## config.mk

```make
export PLATFORM = sky130hd
export DESIGN_NAME = bsk_com_relay_filter
export DESIGN_NICKNAME = d
export VERILOG_FILES = /design/src/rtl/bsk_prm_pkg.sv /design/src/rtl/bsk_com_channel.sv /design/src/rtl/bsk_com_relay_filter.sv
export SDC_FILE = /design/constraint.sdc
export NUM_CORES = 1
export LEC_CHECK = 0
export CAP_MARGIN = 20
export CORE_MARGIN = 2
export CORE_UTILIZATION = 43
export CTS_CLUSTER_DIAMETER = 40
export CTS_CLUSTER_SIZE = 10
export DETAILED_ROUTE_END_ITERATION = 8
export PLACE_DENSITY = 0.66
export SLEW_MARGIN = 20
export SYNTH_ARGS = -nofsm -noshare
export SYNTH_HDL_FRONTEND = slang
export SYNTH_SLANG_ARGS = --single-unit
```

## constraint.sdc

```tcl
create_clock -name iClk -period 7.2 [get_ports iClk]
set_input_delay 1.08 -clock iClk [delete_from_list [all_inputs] [get_ports iClk]]
set_output_delay 1.08 -clock iClk [all_outputs]
set_load 0.005 [all_outputs]
```

## src/rtl/bsk_prm_pkg.sv

```systemverilog
// Shared definitions for the BSK PRM relay path: channel count, counter
// width, the per-channel FSM state type and a population-count helper.
package bsk_prm_pkg;

    localparam int COM_NUM   = 16;
    localparam int CNT_W     = 16;
    localparam int COM_CNT_W = $clog2(COM_NUM + 1);

    typedef enum logic [1:0] {
        OFF     = 2'd0,
        ON_CHK  = 2'd1,
        ON      = 2'd2,
        OFF_CHK = 2'd3
    } com_state_t;

    // Number of set bits in a channel vector (0..COM_NUM)
    function automatic logic [COM_CNT_W-1:0] popCount(input logic [COM_NUM-1:0] vec);
        logic [COM_CNT_W-1:0] sum;
        sum = '0;
        for (int i = 0; i < COM_NUM; i++) begin
            sum = sum + COM_CNT_W'(vec[i]);
        end
        return sum;
    endfunction

endpackage

```

## src/rtl/bsk_com_channel.sv

```systemverilog
// One relay channel: debounced turn-on, minimum on-time, debounced release,
// and an immediate forced drop. relay is active-low and registered.
// onNext flags that the state being entered is ON or OFF_CHK, so the parent
// can register its energised-channel count on the same edge as relay.
module bsk_com_channel
    import bsk_prm_pkg::*;
#(
    parameter int DEB_ON  = 8,
    parameter int DEB_OFF = 8,
    parameter int MIN_ON  = 100
)
(
    input  logic iClk,
    input  logic iRes,
    input  logic req,
    input  logic force_off,
    output logic relay,
    output logic onNext
);

    localparam logic [CNT_W-1:0] DEB_ON_C  = CNT_W'(DEB_ON);
    localparam logic [CNT_W-1:0] DEB_OFF_C = CNT_W'(DEB_OFF);
    localparam logic [CNT_W-1:0] MIN_ON_C  = CNT_W'(MIN_ON);
    // ON is entered with cnt=0, so after k edges in ON the counter holds k;
    // the release is allowed on the edge where the held value is MIN_ON-1.
    localparam logic [CNT_W-1:0] MIN_ON_M1 = CNT_W'(MIN_ON - 1);

    com_state_t       stateReg, stateNext;
    logic [CNT_W-1:0] cntReg, cntNext, cntInc;

    assign cntInc = cntReg + CNT_W'(1);

    // Next-state and counter logic; forced drop overrides every transition
    always_comb begin
        stateNext = stateReg;
        cntNext   = cntReg;
        if (force_off) begin
            stateNext = OFF;
            cntNext   = '0;
        end else begin
            case (stateReg)
                OFF: begin
                    if (req) begin
                        if (DEB_ON == 1) begin
                            stateNext = ON;
                            cntNext   = '0;
                        end else begin
                            stateNext = ON_CHK;
                            cntNext   = CNT_W'(1);
                        end
                    end
                end
                ON_CHK: begin
                    if (!req) begin
                        stateNext = OFF;
                        cntNext   = '0;
                    end else if (cntInc == DEB_ON_C) begin
                        stateNext = ON;
                        cntNext   = '0;
                    end else begin
                        cntNext = cntInc;
                    end
                end
                ON: begin
                    if (!req && (cntReg >= MIN_ON_M1)) begin
                        if (DEB_OFF == 1) begin
                            stateNext = OFF;
                            cntNext   = '0;
                        end else begin
                            stateNext = OFF_CHK;
                            cntNext   = CNT_W'(1);
                        end
                    end else if (cntReg < MIN_ON_C) begin
                        cntNext = cntInc;
                    end
                end
                OFF_CHK: begin
                    if (req) begin
                        // Minimum on-time was already served; keep it satisfied
                        stateNext = ON;
                        cntNext   = MIN_ON_C;
                    end else if (cntInc == DEB_OFF_C) begin
                        stateNext = OFF;
                        cntNext   = '0;
                    end else begin
                        cntNext = cntInc;
                    end
                end
                default: begin
                    stateNext = OFF;
                    cntNext   = '0;
                end
            endcase
        end
    end

    assign onNext = (stateNext == ON) || (stateNext == OFF_CHK);

    // State, counter and relay drive registers
    always_ff @(posedge iClk or negedge iRes) begin
        if (!iRes) begin
            stateReg <= OFF;
            cntReg   <= '0;
            relay    <= 1'b1;
        end else begin
            stateReg <= stateNext;
            cntReg   <= cntNext;
            relay    <= ~onNext;
        end
    end

endmodule

```

## src/rtl/bsk_com_relay_filter.sv

```systemverilog
// BSK relay output filter: 16 debounced relay channels driven from the
// register block's active-low commands and terminal-block enable.
// Build option BSK_COM_FILTER_SYNC_EN adds a 2-flop synchroniser on every
// input; leave it undefined when iCom/iEnable already come from iClk.
module bsk_com_relay_filter
    import bsk_prm_pkg::*;
#(
    parameter int DEB_ON  = 8,
    parameter int DEB_OFF = 8,
    parameter int MIN_ON  = 100
)
(
    input  logic                 iClk,
    input  logic                 iRes,
    input  logic [COM_NUM-1:0]   iCom,
    input  logic                 iEnable,
    output logic [COM_NUM-1:0]   oRelay,
    output logic [COM_CNT_W-1:0] oCnt
);

    logic [COM_NUM-1:0] comSync;
    logic               enableSync;
    logic [COM_NUM-1:0] req;
    logic [COM_NUM-1:0] onNext;

`ifdef BSK_COM_FILTER_SYNC_EN
    logic [COM_NUM-1:0] comMeta;
    logic               enableMeta;

    // Two-stage synchroniser, idles inactive (high) out of reset
    always_ff @(posedge iClk or negedge iRes) begin
        if (!iRes) begin
            comMeta    <= '1;
            comSync    <= '1;
            enableMeta <= 1'b1;
            enableSync <= 1'b1;
        end else begin
            comMeta    <= iCom;
            comSync    <= comMeta;
            enableMeta <= iEnable;
            enableSync <= enableMeta;
        end
    end
`else
    assign comSync    = iCom;
    assign enableSync = iEnable;
`endif

    assign req = ~comSync & {COM_NUM{~enableSync}};

    generate
        for (genvar gi = 0; gi < COM_NUM; gi++) begin : gen_channel
            bsk_com_channel #(
                .DEB_ON  (DEB_ON),
                .DEB_OFF (DEB_OFF),
                .MIN_ON  (MIN_ON)
            ) uChannel (
                .iClk      (iClk),
                .iRes      (iRes),
                .req       (req[gi]),
                .force_off (enableSync),
                .relay     (oRelay[gi]),
                .onNext    (onNext[gi])
            );
        end
    endgenerate

    // Energised-channel count, aligned with the relay registers
    always_ff @(posedge iClk or negedge iRes) begin
        if (!iRes) begin
            oCnt <= '0;
        end else begin
            oCnt <= popCount(onNext);
        end
    end

endmodule

```

-- Word-level counts from Yosys, hierarchy flattened
Index checks and enable logic that the tools add are counted.
- output and inout port bits: 21
- logic and storage cells: 595
- bits of input ports: 19
- register bits: 309
- $add $sub $neg: 31
- multiplexer cells: 256
- bitwise gates (word level): 19
- reductions and logical operators: 80
- equality and inequality tests: 128
- order comparisons: 32
- operators with widths (cell ; number):
    2-to-1 mux 16 bit ; 112
    case mux 16 bit (4 select lines) ; 16
    adder 16 x 1 -> 16 bit (second input constant) ; 16
    equality test 16 x 4 -> 1 bit (second input constant) ; 16
    >= comparator 16 x 7 -> 1 bit (second input constant) ; 16
    less-than comparator 16 x 7 -> 1 bit (second input constant) ; 16
    2-to-1 mux 2 bit ; 112
    equality test 2 bit (second input constant) ; 64
    case mux 2 bit (4 select lines) ; 16
    != test 4 x 2 -> 1 bit (second input constant) ; 16
    adder 5 x 1 -> 5 bit ; 11
    != test 3 bit (second input constant) ; 16
    equality test 2 x 1 -> 1 bit (second input constant) ; 16
    zero test 2 bit ; 16
    AND reduction 2 bit ; 16
    inverter 1 bit ; 17
    bitwise AND 16 bit ; 1
    logical AND 1 bit ; 16
    zero test 1 bit ; 16
    logical OR 1 bit ; 16
    inverter 16 bit ; 1
    adder 4 x 1 -> 5 bit ; 1
    adder 3 x 1 -> 4 bit ; 1
    adder 2 x 1 -> 3 bit ; 1
    adder 1 x 1 -> 2 bit ; 1

-- Logic depth before layout (Yosys ltp)
Gate-level depths: netlist of run 1.
- depth after elaboration: 24
- gate-level depth with buffers: 20
- gate-level depth less buffers: 20

-- Modules after synthesis
A second synthesis of run 1 with hierarchy kept.
- cells, all modules: 2996
- area total of the unflattened synthesis: 25791.0 sq um
- modules (own cells, without submodules) (module ; times used ; sequential area each (sq um) ; cells an instance ; area an instance (sq um)):
    bsk_com_channel at gen_channel[0].uChannel ... ; 15 ; 476.7 ; 184 ; 1579.0
    bsk_com_channel at gen_channel[3].uChannel ; 1 ; 476.7 ; 168 ; 1512.7
    bsk_com_relay_filter ; 1 ; 125.1 ; 68 ; 593.1

-- Least setup slack after synthesis of run 1
No wires, ideal clock.
- path type: input to register
- from: in iEnable
- to: reg oCnt[4]
- arrival: 5.708 ns
- stages on the path: 18
- slack: 1.428 ns
- setup time: 0.064 ns
- buffers on the path: 5
- required time: 7.136 ns
- cells stage by stage: clkbuf_1 clkbuf_1 clkbuf_1 clkbuf_1 buf_1 nor2b_1 mux2_2 fa_1 fa_1 fa_1 inv_1 fa_1 inv_1 ha_1 inv_1 fa_1 nor2b_1 o21a_1
- cells in the longest elaborated chain, start to end: 24
- elaborated cells between the ends (all ways): 193
- classes of those cells: 15 x add/sub; 32 x eq/ne; 96 x mux; 2 x bitwise; 48 x reduce/logical
- RTL lines (item ; RTL line ; source):
    from (decl) ; bsk_com_relay_filter.sv:16 ; input logic iEnable,
    inverter 1 bit ; bsk_com_relay_filter.sv:49 ; assign req = ~comSync & {COM_NUM{~enableSync}};
    bitwise AND 16 bit ; bsk_com_relay_filter.sv:49 ;
    zero test 1 bit ; n/a ;
    logical AND 1 bit ; bsk_com_channel.sv:65 ; if (!req && (cntReg >= MIN_ON_M1)) begin
    2-to-1 mux 2 bit ; bsk_com_channel.sv:65 ;
    case mux 2 bit (4 select lines) ; bsk_com_channel.sv:41 ; case (stateReg)
    2-to-1 mux 2 bit ; bsk_com_channel.sv:37 ; if (force_off) begin
    equality test 2 bit ; bsk_com_channel.sv:97 ; assign onNext = (stateNext == ON) || (stateNext == OFF_CHK);
    logical OR 1 bit ; bsk_com_channel.sv:97 ;
    adder 1 x 1 -> 2 bit ; bsk_prm_pkg.sv:21 ; sum = sum + COM_CNT_W'(vec[i]);
    adder 2 x 1 -> 3 bit ; bsk_prm_pkg.sv:21 ;
    adder 3 x 1 -> 4 bit ; bsk_prm_pkg.sv:21 ;
    adder 4 x 1 -> 5 bit ; bsk_prm_pkg.sv:21 ;
    adder 5 x 1 -> 5 bit (10 in a row) ; bsk_prm_pkg.sv:21 ;
    adder 5 x 1 -> 5 bit * ; bsk_prm_pkg.sv:21 ;
    to (signal assigned) ; bsk_com_relay_filter.sv:73 ; oCnt <= popCount(onNext);
    to (decl) ; bsk_com_relay_filter.sv:18 ; output logic [COM_CNT_W-1:0] oCnt
Mark *: on every way between the ends. The rest lies on a longest branch, timed or not.
A chain may end at the register's enable or synchronous reset.

-- Final worst setup path of run 1
- from: reg gen_channel[3].uChannel.cntReg[0]
- to: reg oCnt[4]
- cells in the longest elaborated chain, start to end: 21
- elaborated cells between the ends (all ways): 27
- classes of those cells: 14 x add/sub; 1 x order compare; 3 x eq/ne; 7 x mux; 2 x reduce/logical
- RTL lines (item ; RTL line ; source):
    from (decl) ; bsk_com_channel.sv:29 ; logic [CNT_W-1:0] cntReg, cntNext, cntInc;
    from (signal assigned) ; bsk_com_channel.sv:107 ; cntReg <= cntNext;
    adder 16 x 1 -> 16 bit ; bsk_com_channel.sv:31 ; assign cntInc = cntReg + CNT_W'(1);
    equality test 16 x 4 -> 1 bit ; bsk_com_channel.sv:57, bsk_com_channel.sv:82 ;
    2-to-1 mux 2 bit, on equally long branches ; bsk_com_channel.sv:82, bsk_com_channel.sv:57 ;
    2-to-1 mux 2 bit, on equally long branches ; bsk_com_channel.sv:78, bsk_com_channel.sv:54 ;
    case mux 2 bit (4 select lines) * ; bsk_com_channel.sv:41 ;
    2-to-1 mux 2 bit * ; bsk_com_channel.sv:37 ;
    equality test 2 bit ; bsk_com_channel.sv:97 ;
    logical OR 1 bit * ; bsk_com_channel.sv:97 ;
    adder 3 x 1 -> 4 bit * ; bsk_prm_pkg.sv:21 ;
    adder 4 x 1 -> 5 bit * ; bsk_prm_pkg.sv:21 ;
    adder 5 x 1 -> 5 bit * (11 in a row) ; bsk_prm_pkg.sv:21 ;
Marks and branches as above.

==> flow_metrics.env, run 1 <==
export IMPL_syn_instance_count=2782
export IMPL_drive_gt1_share_pct=7.99
export IMPL_cp_required_ns=7.70
export IMPL_cts_root_buffer="clkbuf_16"
export IMPL_report_power_total_mw=5.18
export IMPL_synthTopCellsByArea="dfrtp_1 33%, nand2_1 4.9%, o21ai_0 4.5%, nor2_1 3.7%, nand3_1 3.6%"
export IMPL_critPathLaunchType="flop"
export IMPL_timing_slew_headroom_pct=24.0
export IMPL_setup_violations=0
export IMPL_instances_no_fill=3446
export IMPL_first_pass_iters=6
export IMPL_slew_violations=0
export IMPL_finalHoldViolCount=0
export IMPL_cp_slowest_stage_delay_ns=0.56
export IMPL_cts_buffers=68
export IMPL_internal_power_mw=3.96
export IMPL_viasPerCell=6.04
export IMPL_cp_cell_sequence="ha_1 -> nand4_1 -> nor4_1 -> nand4_1 -> a21boi_0 -> nand4_1 -> or3_1 -> a21oi_1 -> fa_1 -> fa_1 -> fa_1 -> inv_1 -> fa_1 -> inv_1 -> ha_1 -> inv_1 -> fa_1 -> nor2b_1 -> o21a_1"
export IMPL_postCtsSetupBuffers=0
export IMPL_rows=83
export IMPL_clock_skew_ns=0.0253
export IMPL_critical_path_max_fanout=12
export IMPL_ys_flop_type="dfrtp_1"
export IMPL_place_gp_congestion=0.905
export IMPL_ys_types=93
export IMPL_cts_path_max_buffers=3
export IMPL_fin_crit_ns=6.22
export IMPL_drtIter0Drc=1747
export IMPL_grt_usage_pct=20.6
export IMPL_die_area_um2=53600
export IMPL_r2r_end="oCnt[4]$_DFF_PN0_"
export IMPL_r2r_cells=19
export IMPL_insertion_delay_ns=0.58
export IMPL_p_leak_nw=10.2
export IMPL_path_class="reg -> reg"
export IMPL_fillers=4819
export IMPL_critPathArrivalTime_ns=6.73
export IMPL_crit_path_end_kind="flop"
export IMPL_fin_crit_sh_pct=86.5
export IMPL_vdd_drop_max_uv=172
export IMPL_path_common_cell="fa_1"
export IMPL_antennaDiodeCount=0
export IMPL_syn_cell_area_um2=22300
export IMPL_htree_num_levels=3
export IMPL_grt_ovfl_total=0
export IMPL_pre_cts_ws_ns=1.10
export IMPL_clkTransAtPathRegs_ns=0.05
export IMPL_dp_cells=3321
export IMPL_grt_max_degree=105
export IMPL_synth_top_area_share_pct=32.9
export IMPL_numClockSinks=309
export IMPL_synth_edf_count=0
export IMPL_p_clk_share_pct=61.5
export IMPL_die_h_um=232
export IMPL_synth_seq_cells=309
export IMPL_multi_input_area_um2=13300
export IMPL_port_buffer_count=39
export IMPL_core_area_um2=51300
export IMPL_drc=0
export IMPL_r2r_slack_ns=0.98
export IMPL_grt_pass1_wl_mm=93.9
export IMPL_postCtsHoldBufs=0
export IMPL_tightestPinTransition_ns=1.13
export IMPL_switching_power_mw=1.22
export IMPL_pwr_share_comb_pct=4.2
export IMPL_synth_avg_cell_area_um2=8.01
export IMPL_drt_total_wl_mm=55.5
export IMPL_dp_hpwl_mm=38.1
export IMPL_cellPowerDensity_nw_per_um2=205
export IMPL_hp_class="in -> async"
export IMPL_antenna_found_initial=0
export IMPL_holdWs_ns=0.517
export IMPL_crit_slowest_cell="nor4_1"
export IMPL_regArea_um2=7750
export IMPL_async_flop_share_pct=100
export IMPL_fin_setup_tns_ns=0
export IMPL_yosysWarnings=0
export IMPL_synth_nets=2834
export IMPL_rsz0062_at_grt="false"
export IMPL_fmax_mhz=161
export IMPL_chipWidth_um=232
export IMPL_ys_top_cells_by_count="293 x dfrtp_1, 293 x nand2_1, 217 x nor2_1, 199 x o21ai_0, 160 x nand3_1"
export IMPL_vias=20800
export IMPL_r2r_start="gen_channel[3].uChannel.cntReg[0]$_DFFE_PN0P_"
export IMPL_setup_ws_ns=0.975
export IMPL_ys_seq_area_share_pct=34.8
export IMPL_swShare_pct=23.5
export IMPL_antenna_left=0
export IMPL_status="finished, final reports clean"
export IMPL_pin_count=40
export IMPL_synth_area_leader_cell="dfrtp_1"
export IMPL_area_delta_synth_final_pct=13.2
export IMPL_grt_pass1_vias=19200
export IMPL_cts_tree="yes"
export IMPL_power_frac_seq_pct=34.4
export IMPL_detail_route_wl_per_cell_um=16.1
export IMPL_cts_resized=0
export IMPL_final_nets=2763
export IMPL_drv_cap=0
export IMPL_start_util_pct=43.4
[per-layer routing]
metal / vias to the layer above / part of all wire, % / global-route usage [%]
li1: 10100 / - / -
met2: 617 / 45 / 32.3
met1: 9972 / 47 / 28.6
met4: 0 / 2.2 / 7.27
met3: 101 / 5.5 / 3.51
met5: - / 0 / 0
[state kept, by name, summed over array words and instances (netlist names)]
| register | count |
|---|---|
| gen_channel.uChannel.cntReg | 256 |
| gen_channel.uChannel.stateReg | 32 |
| oCnt | 5 |
| gen_channel.uChannel.relay | 16 |
[power by group through the flow]
stage | registers [mW] | clock network, mW | logic, mW
floorplan | 1.80 | 0 | 0.131
global placement | 1.81 | 0 | 0.212
detailed placement | 1.81 | 0 | 0.217
CTS | 1.78 | 3.27 | 0.218
global route | 1.78 | 3.35 | 0.245
finish | 1.78 | 3.18 | 0.216
[worst max-delay path by stage]
stage                                                    from                end  slack [ns]  cells past startpoint
6_report        gen_channel[3].uChannel.cntReg[0]$_DFFE_PN0P_  oCnt[4]$_DFF_PN0_        0.98                     19
5_1_grt         gen_channel[3].uChannel.cntReg[0]$_DFFE_PN0P_  oCnt[4]$_DFF_PN0_        0.62                     19
4_1_cts         gen_channel[3].uChannel.cntReg[0]$_DFFE_PN0P_  oCnt[4]$_DFF_PN0_        1.05                     19
3_5_place_dp    gen_channel[3].uChannel.cntReg[0]$_DFFE_PN0P_  oCnt[4]$_DFF_PN0_        1.10                     19
3_3_place_gp   gen_channel[13].uChannel.cntReg[2]$_DFFE_PN0P_  oCnt[4]$_DFF_PN0_        1.34                     18
2_1_floorplan                                         iEnable  oCnt[4]$_DFF_PN0_        1.43                     18
[logic make-up after synthesis]
group	after synthesis	share of synthesized area, %
DFF	309	34.8
buffers and inverters	307	5.64
xor gates and xnor gates	114	4.48
adders and majority gates	34	2.24
muxes	46	2.12
AOI/OAI and AO/OA	772	23.4
and+or+nand+nor	1200	27.4
[through the flow]
step | instance area (um^2) | utilization, %
global placement | 22800 | 44.5
finish | 25200 | 49.2
detailed placement | 22800 | 44.5
CTS | 25200 | 49.1
floorplan | 22300 | -
global route | 25200 | 49.2
[area by class of cell]
cell class / count / share of cell area [%]
flip-flops and latches: 309 / 30.7
clock buffers: 86 / 7.59
inverters: 108 / 1.61
repair buffers: 58 / 2.12
well taps: 680 / 3.37
clock inverters: 39 / 1.84
multi-input cells: 2166 / 52.7
[worst max-delay path: cells and delay by family, from the launching register on]
kind | cells | cell delay [ns]
and+or+nand+nor | 6 | 2.05
AOI/OAI and AO/OA | 3 | 0.73
buffers and inverters | 3 | 0.19
DFF | 1 | 0.38
adders and majority gates | 7 | 2.77
[cell usage in the layout (no fill, tap or decap), drive strengths merged, types with 51 or more instances in the layout]
cell type / count
xnor2: 69
a21oi: 124
nor3: 115
clkbuf: 86
nor4: 51
inv: 115
nand4: 82
o21ai: 207
a31oi: 66
nor2: 219
nand2: 293
dfrtp: 293
nand3: 160
Note: power is estimated with default switching activity, not from simulation.
==> run 2: changes to the inputs <==
--- a/config.mk
+++ b/config.mk
@@ -12,6 +12,7 @@
 export CTS_CLUSTER_SIZE = 10
 export DETAILED_ROUTE_END_ITERATION = 8
 export PLACE_DENSITY = 0.66
+export SETUP_SLACK_MARGIN = 0.4
 export SLEW_MARGIN = 20
 export SYNTH_ARGS = -nofsm -noshare
 export SYNTH_HDL_FRONTEND = slang
==> results of run 2 <==
The final DEF is identical to that of run 1; final timing and power are the same.
